===== src/rtl/fifo_5x16.sv =====
// Instruction prefetch buffer: five 16-bit halfword slots filled 32 bits at a time
// from a 1-cycle-latency SRAM, drained 0..2 halfwords per cycle, with branch redirect.
module fifo_5x16 #(
  parameter int          DEPTH    = 5,
  parameter logic [31:0] RESET_PC = 32'h0000_0000
) (
  input  logic        clk,
  input  logic        resetn,
  input  logic [31:0] mem_data,
  input  logic [31:0] re_addr,
  input  logic        taken,
  input  logic [1:0]  drain_cnt,
  output logic [31:0] mem_addr,
  output logic        mem_rq,
  output logic [31:0] ir
);

  localparam logic [31:0] NOP_INSN = 32'h0000_0013;

  logic [15:0] r_mem [DEPTH];
  logic [2:0]  r_head;
  logic [2:0]  r_count;
  logic [31:0] r_fpc;
  logic        r_pending;
  logic        r_discard;

  logic [2:0]  w_drain_req;
  logic [2:0]  w_drained;
  logic        w_fill;
  logic [3:0]  w_room;
  logic        w_space_ok;
  logic [31:0] w_redir_addr;
  logic [2:0]  w_head_nxt;
  logic [2:0]  w_wr_lo;
  logic [2:0]  w_wr_hi;
  logic [2:0]  w_head_p1;

  // Reduce a small sum into a slot index modulo DEPTH.
  function automatic logic [2:0] wrap_idx(input logic [3:0] idx);
    logic [3:0] t;
    t = idx;
    if (t >= 4'(DEPTH)) begin
      t = t - 4'(DEPTH);
    end else begin
      t = t;
    end
    if (t >= 4'(DEPTH)) begin
      t = t - 4'(DEPTH);
    end else begin
      t = t;
    end
    return t[2:0];
  endfunction

  // Drain clamp, fill qualification, space reservation and slot indices.
  always_comb begin
    w_drain_req  = (drain_cnt == 2'd3) ? 3'd2 : {1'b0, drain_cnt};
    w_drained    = (w_drain_req > r_count) ? r_count : w_drain_req;
    w_fill       = r_pending & ~r_discard;
    // Space for the in-flight response plus the one about to be requested.
    w_room       = {1'b0, r_count} - {1'b0, w_drained}
                 + (w_fill ? 4'd2 : 4'd0) + 4'd2;
    w_space_ok   = (w_room <= 4'(DEPTH));
    w_redir_addr = {re_addr[31:1], 1'b0};
    w_head_nxt   = wrap_idx({1'b0, r_head} + {1'b0, w_drained});
    w_wr_hi      = wrap_idx({1'b0, r_head} + {1'b0, r_count});
    w_wr_lo      = wrap_idx({1'b0, r_head} + {1'b0, r_count} + 4'd1);
    w_head_p1    = wrap_idx({1'b0, r_head} + 4'd1);
  end

  // Fetch address and request; a redirect overrides the sequential fetch pointer.
  always_comb begin
    mem_addr = r_fpc;
    mem_rq   = 1'b0;
    if (!resetn) begin
      mem_addr = r_fpc;
      mem_rq   = 1'b0;
    end else if (taken) begin
      mem_addr = w_redir_addr;
      mem_rq   = 1'b1;
    end else begin
      mem_addr = r_fpc;
      mem_rq   = w_space_ok;
    end
  end

  // Instruction register view of the two oldest stored halfwords.
  always_comb begin
    ir = NOP_INSN;
    case (r_count)
      3'd0:    ir = NOP_INSN;
      3'd1:    ir = {16'h0000, r_mem[r_head]};
      default: ir = {r_mem[w_head_p1], r_mem[r_head]};
    endcase
  end

  // Buffer, pointers and request tracking.
  always_ff @(posedge clk or negedge resetn) begin
    if (!resetn) begin
      for (int i = 0; i < DEPTH; i++) begin
        r_mem[i] <= 16'h0000;
      end
      r_head    <= 3'd0;
      r_count   <= 3'd0;
      r_fpc     <= RESET_PC;
      r_pending <= 1'b0;
      r_discard <= 1'b0;
    end else if (taken) begin
      // Flush; whatever response lands this cycle belongs to the old stream.
      r_head    <= 3'd0;
      r_count   <= 3'd0;
      r_fpc     <= w_redir_addr + 32'd4;
      r_pending <= 1'b1;
      r_discard <= 1'b0;
    end else begin
      r_head  <= w_head_nxt;
      r_count <= r_count - w_drained + (w_fill ? 3'd2 : 3'd0);
      if (w_fill) begin
        r_mem[w_wr_hi] <= mem_data[31:16];
        r_mem[w_wr_lo] <= mem_data[15:0];
      end else begin
        r_mem[w_wr_hi] <= r_mem[w_wr_hi];
      end
      r_pending <= w_space_ok;
      r_discard <= r_discard;
      if (w_space_ok) begin
        r_fpc <= r_fpc + 32'd4;
      end else begin
        r_fpc <= r_fpc;
      end
    end
  end

endmodule


===== config.mk =====
export PLATFORM = sky130hd
export DESIGN_NAME = fifo_5x16
export DESIGN_NICKNAME = d
export VERILOG_FILES = /design/src/rtl/fifo_5x16.sv
export SDC_FILE = /design/constraint.sdc
export NUM_CORES = 1
export LEC_CHECK = 0
export ABC_AREA = 0
export CORE_MARGIN = 5
export CORE_UTILIZATION = 40
export CTS_BUF_LIST = sky130_fd_sc_hd__clkbuf_4 sky130_fd_sc_hd__clkbuf_8 sky130_fd_sc_hd__clkbuf_16
export DETAILED_ROUTE_END_ITERATION = 10
export PLACE_DENSITY = 0.66
export SLEW_MARGIN = 40
export SYNTH_ARGS = -nofsm -noshare
export SYNTH_HDL_FRONTEND = slang
export SYNTH_SLANG_ARGS = --single-unit

===== constraint.sdc =====
create_clock -name clk -period 16.9 [get_ports clk]
set_input_delay 5.07 -clock clk [delete_from_list [all_inputs] [get_ports clk]]
set_output_delay 5.07 -clock clk [all_outputs]
set_load 0.03 [all_outputs]

==> impl_metrics.toml, run 1 <==
[sta]
fin_setup_tns_ps = 0
fin_skew_ps = 10.9
max_slew_margin = 0.388
fmax_mhz = 67.4
setup_viol = 0
post-route-period-util = 0.877
min_period_ps = 14830
slew_viol_final = 0
tightest_slew_ps = 917
hold_viol = 0
rsz0062_at_grt = "false"

[routing]
top_layer_used = "met4"
wl_um = 36200
routedWlPerCell_um = 22.1
drt-pass1-iter-count = 6
routed_via_density = 6.42
wl_met3_um = 2910
drtIter0Drc = 1172
route.detailed.drc = 0
vias = 10500
final_antenna_net_count = 0
wl_met1_um = 15100
wl_met2_um = 16800

[worst_setup_path]
critPathCaptureType = "output pin"
worst-path-max-fanout = 49
cp.required_ps = 11830
cp_cell_sequence = "clkdlybuf4s50_1 > nand2b_1 > ha_1 > a21oi_1 > o21ai_0 > mux2i_1 > ha_1 > inv_1 > ha_1 > or2_2 > fa_1 > xor2_1 > nand2_1 > a21oi_4 > buf_4 > inv_1 > and2_1 > clkdlybuf4s50_1"
critPathKind = "in -> out"
max_stage_delay_ps = 590
cp_common_cell = "ha_1"
cp.arrival_ps = 9760
critical_path.top_delay_family = "buffers and inverters"
startpoint_type = "input pin"
cp_slowest_cell = "clkdlybuf4s50_1"
critPathBufInv = 5

[floorplan]
design.core.area_sq_mm = 0.0267
start_util = 0.402
rows = 60
ioPinCount = 134
fp.dieArea_sq_mm = 0.0302
fp.dieW_um = 174
dieHeight_um = 174

[clock_network]
cts_root_buf = "clkbuf_16"
cts_tree = "yes"
clkSlewWorstSetupHoldPaths_ps = 60
htreeDepth = 4
cts.path.max_buffers = 2
cts_hold_buf = 0
cts_setup_buffers = 0
numCtsBuffers = 17
cts-resized-gates = 0
worstSkewPairLatency_ps = 420
numClockSinks = 118

[global_routing]
antenna_found_initial = 0
grt_pass1_vias = 10500
grtUsageTotal = 0.234
grt_pass1_wl_um = 57600
gr-total-overflow = 0
grt_start_max_net_pins = 83

[yosys]
ys.flop_type = "dfrtp_1"
synth_area_per_cell_sq_um = 8.95
synth-seq-cells = 118
yosys_warnings = 0
synth_edf_count = 0
synthesis.instances = 1200
synth_cell_types = 80
ys_seq_area_frac = 0.275
syn-cell-area_sq_mm = 0.0107
synth-async-reset-ratio = 1.00

[place]
gp_routability_congestion = 0.861
port_buffers = 131
hpwl_um = 22900

[flow_run]
cap_violations = 0

[status]
status = "completed"

[layout]
final_nets = 1390
syn_to_final_growth_pct = 21.2
insertedDiodeCount = 0
layout-drive-gt1-share = 0.165

[hold_path]
min_path_type = "reg -> reg"
[worst reg2reg max path, delay by kind of cell (launching register included)]
| kind | cells | cell delay (ps) |
|---|---|---|
| AND/OR/NAND/NOR | 7 | 1680 |
| AO/OA/AOI/OAI | 6 | 2130 |
| flip-flops | 1 | 800 |
| adder cells (fa/ha/maj) | 4 | 1830 |
| buffers and inverters | 2 | 510 |
[per-layer routing]
| layer | vias to the layer above | global-route usage |
|---|---|---|
| met3 | 103 | 0.0484 |
| li1 | 4742 | - |
| met4 | 0 | 0.100 |
| met1 | 5144 | 0.301 |
| met2 | 535 | 0.382 |
| met5 | - | 0 |
[worst paths after layout]
check	from	endpoint	slack (ps)	cells past startpoint
worst max-delay path	drain_cnt[1]	mem_rq	2070	18
worst min-delay path	r_fpc[3]$_DFFE_PN0N_	r_fpc[3]$_DFFE_PN0N_	500	2
worst max register to register	r_head[0]$_DFF_PN0_	r_mem[33]$_DFFE_PN0P_	9870	19
worst min register to register	r_fpc[3]$_DFFE_PN0N_	r_fpc[3]$_DFFE_PN0N_	500	2
max in group asynchronous	resetn	r_mem[21]$_DFFE_PN0P_	11230	2
min in group asynchronous	resetn	r_mem[2]$_DFFE_PN0P_	4570	1
[flip-flops by register name (all words and copies together) (netlist names)]
signal and cells:
r_count 3, r_fpc 31, r_head 3, r_mem 80
r_pending 1
[layout by cell type, fill, tap and decap left out, types with 9 or more instances in the layout]
cell	n
inv_1	42
mux2i_1	28
a211oi_1	9
nor2_1	88
xor2_1	23
mux2_2	54
nand3b_1	10
buf_4	31
o211ai_1	20
nand2_1	96
o31ai_1	17
a2bb2oi_1	21
a22oi_1	59
nand3_1	29
and2_1	18
mux4_2	32
o221a_2	15
o21ai_0	72
clkbuf_16	17
nand2b_1	10
a221oi_1	14
dfrtp_1	118
a221o_1	17
a2bb2oi_2	10
nor2b_1	9
o22ai_1	21
xnor2_1	20
clkdlybuf4s50_1	129
ha_1	31
nor3_1	44
o221ai_1	15
a21oi_1	41
[Yosys cell counts (5+ instances only)]
| cell | instances | share of area |
|---|---|---|
| a221o_1 | 17 | 0.016 |
| o221ai_1 | 15 | 0.012 |
| a21o_1 | 7 | 0.0049 |
| and2_1 | 18 | 0.010 |
| nor2b_1 | 10 | 0.0058 |
| o211ai_1 | 20 | 0.014 |
| ha_1 | 31 | 0.036 |
| a2bb2oi_2 | 10 | 0.014 |
| nor3b_1 | 7 | 0.0049 |
| mux2i_1 | 29 | 0.027 |
| o22ai_1 | 21 | 0.012 |
| o31ai_1 | 17 | 0.012 |
| nand2b_1 | 10 | 0.0058 |
| nand3_1 | 29 | 0.014 |
| nor3_1 | 48 | 0.022 |
| mux2_2 | 54 | 0.057 |
| nand3b_1 | 10 | 0.0070 |
| buf_2 | 15 | 0.0070 |
| or3_1 | 8 | 0.0047 |
| a22oi_1 | 59 | 0.041 |
| a2bb2oi_1 | 21 | 0.017 |
| clkbuf_1 | 59 | 0.021 |
| xnor2_1 | 21 | 0.017 |
| inv_1 | 43 | 0.015 |
| xor2_1 | 24 | 0.020 |
| a211oi_1 | 9 | 0.0063 |
| o21ai_0 | 72 | 0.034 |
| o22a_1 | 5 | 0.0041 |
| buf_1 | 14 | 0.0049 |
| nand2_1 | 96 | 0.034 |
| o221a_2 | 15 | 0.016 |
| nor2_1 | 88 | 0.031 |
| dfrtp_1 | 118 | 0.27 |
| mux4_2 | 32 | 0.067 |
| a21oi_1 | 44 | 0.021 |
| a211o_1 | 5 | 0.0041 |
| a221oi_1 | 14 | 0.011 |
| a22o_1 | 7 | 0.0057 |
[cell families after synthesis]
| group | after synthesis | synth area share |
|---|---|---|
| AOI/OAI and AO/OA | 396 | 0.281 |
| and+or+nand+nor | 349 | 0.158 |
| buffers and inverters | 141 | 0.0552 |
| DFF | 118 | 0.275 |
| muxes | 115 | 0.151 |
| xor gates and xnor gates | 45 | 0.0367 |
| adders and majority gates | 35 | 0.0436 |
| other | 1 | 0.000349 |
[final cells by class]
| class | instances | area (sq um) |
|---|---|---|
| fill | 2538 | 13700 |
| multi-input combinational | 942 | 7290 |
| sequential | 118 | 2950 |
| timing repair buffer | 162 | 1550 |
| clock buffer | 20 | 454 |
| tap | 341 | 427 |
| clock inverter | 12 | 175 |
| inverter | 45 | 169 |
[metrics by stage]
| stage | area (sq um) | instances | utilization | setup slack (ps) | hold WS [ps] |
|---|---|---|---|---|---|
| after detailed placement | 12400 | 1607 | 0.463 | 2070 | 488 |
| after global placement | 12300 | 1605 | 0.461 | 2070 | 488 |
| after CTS | 13000 | 1639 | 0.486 | 2040 | 504 |
| after floorplan | 10700 | 1201 | - | 3690 | 455 |
| final | 13000 | 1640 | 0.487 | 2070 | 497 |
| after global routing | 13000 | 1640 | 0.487 | 1720 | 537 |
Power of run 1 is not shown: default switching activity piles up to over one toggle a cycle in this logic, so the estimate is an artifact.
==> run 2: changes to the inputs <==
==> constraint.sdc (replaced) <==
create_clock -name clk -period 17.2 [get_ports clk]
set_input_delay 5.16 -clock clk [delete_from_list [all_inputs] [get_ports clk]]
set_output_delay 5.16 -clock clk [all_outputs]
set_load 0.03 [all_outputs]
==> impl_metrics.toml, run 2 (same netlist as run 1, synthesis figures left out) <==
[sta]
rsz0062_at_grt = "false"
fin_setup_tns_ps = 0
fmax_mhz = 66.4
post-route-period-util = 0.875
slew_viol_final = 0
min_period_ps = 15060
hold_viol = 0
fin_skew_ps = 10.8
tightest_slew_ps = 884
setup_viol = 0
max_slew_margin = 0.411

[floorplan]
rows = 60
dieHeight_um = 174
start_util = 0.402
fp.dieArea_sq_mm = 0.0302
fp.dieW_um = 174
design.core.area_sq_mm = 0.0267
ioPinCount = 134

[worst_setup_path]
crit_start = "drain_cnt[1]"
cp.required_ps = 12040
max_stage_delay_ps = 600
critPathCaptureType = "output pin"
critPathKind = "in -> out"
cp_cell_sequence = "clkdlybuf4s50_1 > ha_1 > nor2b_1 > o21ai_0 > mux2i_1 > ha_1 > ha_1 > or2_2 > fa_1 > xor2_1 > nand2_1 > a21oi_4 > buf_4 > inv_1 > and2_1 > clkdlybuf4s50_1"
cp_common_cell = "ha_1"
rr_startpoint = "r_head[0]$_DFF_PN0_"
cp_slowest_cell = "clkdlybuf4s50_1"
worst-path-max-fanout = 49
cp.arrival_ps = 9900
startpoint_type = "input pin"

[routing]
routed_via_density = 6.38
drt-pass1-iter-count = 6
routedWlPerCell_um = 22.1
wl_um = 36200
vias = 10500
final_antenna_net_count = 0
route.detailed.drc = 0
drtIter0Drc = 1233

[global_routing]
grt_start_max_net_pins = 83
antenna_found_initial = 0
gr-total-overflow = 0
grt_pass1_vias = 10300
grt_pass1_wl_um = 56600
grtUsageTotal = 0.231

[clock_network]
cts_setup_buffers = 0
cts_root_buf = "clkbuf_16"
worstSkewPairLatency_ps = 420
cts_hold_buf = 0
cts_tree = "yes"
numClockSinks = 118
clkSlewWorstSetupHoldPaths_ps = 60
cts.path.max_buffers = 2
cts-resized-gates = 0
numCtsBuffers = 17
htreeDepth = 4

[place]
placed_area_sq_mm = 0.0124
gp_routability_congestion = 0.862
hpwl_um = 22800
port_buffers = 131

[layout]
reg_top3 = "r_mem x80, r_fpc x31"
insertedDiodeCount = 0
final_cell_area_sq_mm = 0.0130
layout-drive-gt1-share = 0.164
largest-register = "r_mem"
largest_reg_flops = 80
final_cell_mix = "clkdlybuf4s50_1 (129), dfrtp_1 (118), nand2_1 (96), nor2_1 (88), o21ai_0 (72)"
syn_to_final_growth_pct = 20.9
final_common_cell = "clkdlybuf4s50_1"
final_nets = 1390

[hold_path]
worstHoldStart = "r_fpc[1]$_DFFE_PN0P_"
min_path_type = "reg -> reg"

[flow_run]
cap_violations = 0

[status]
status = "completed"
run 2: cell types whose count changed in the layout (fill, tap and decap cells not counted), sizes merged:
cell,before,now
clkbuf,20,23
clkinvlp,3,2
inv,46,44
bufinv,4,2
clkinv,4,6
run 2: layer usage:
layer	vias up	track usage	wire length (um)
met5	-	0	0
met4	0	0.0769	974
met3	79	0.0547	3340
met2	551	0.380	16800
met1	5109	0.301	15100
li1	4730	-	-
run 2: worst paths after layout:
path                                          to  slack, ps  cells past startpoint
max                                       mem_rq       2140                     16
min in group asynchronous  r_mem[51]$_DFFE_PN0P_       4690                      1
min                         r_fpc[1]$_DFFE_PN0P_        500                      1
min reg2reg                 r_fpc[1]$_DFFE_PN0P_        500                      1
max in group asynchronous  r_mem[48]$_DFFE_PN0P_      11590                      2
max reg2reg                r_mem[44]$_DFFE_PN0P_      10160                     19
run 2: layout make-up:
class | count | area [sq um]
Fill cell | 2508 | 13700
Multi-Input combinational cell | 942 | 7290
Sequential cell | 118 | 2950
Timing Repair Buffer | 162 | 1550
Clock buffer | 23 | 489
Tap cell | 341 | 427
Inverter | 45 | 169
Clock inverter | 9 | 100
run 2: per-stage QoR:
step	hold slack, ps	cells	util	setup WS (ps)
final	500	1640	0.486	2140
after CTS	506	1639	0.485	2150
after global routing	535	1640	0.486	1940
after detailed placement	493	1607	0.463	2140
after floorplan	455	1201	-	3810
after global placement	487	1605	0.461	2180
run 2: worst max-delay path: cells and delay by family:
family | cells | cell delay, ps
AO/OA/AOI/OAI | 2 | 390
XOR/XNOR | 1 | 160
adder cells (fa/ha/maj) | 4 | 1140
buffers and inverters | 4 | 1900
multiplexers | 1 | 340
AND/OR/NAND/NOR | 4 | 790
Power of run 2 is left out for the same reason.
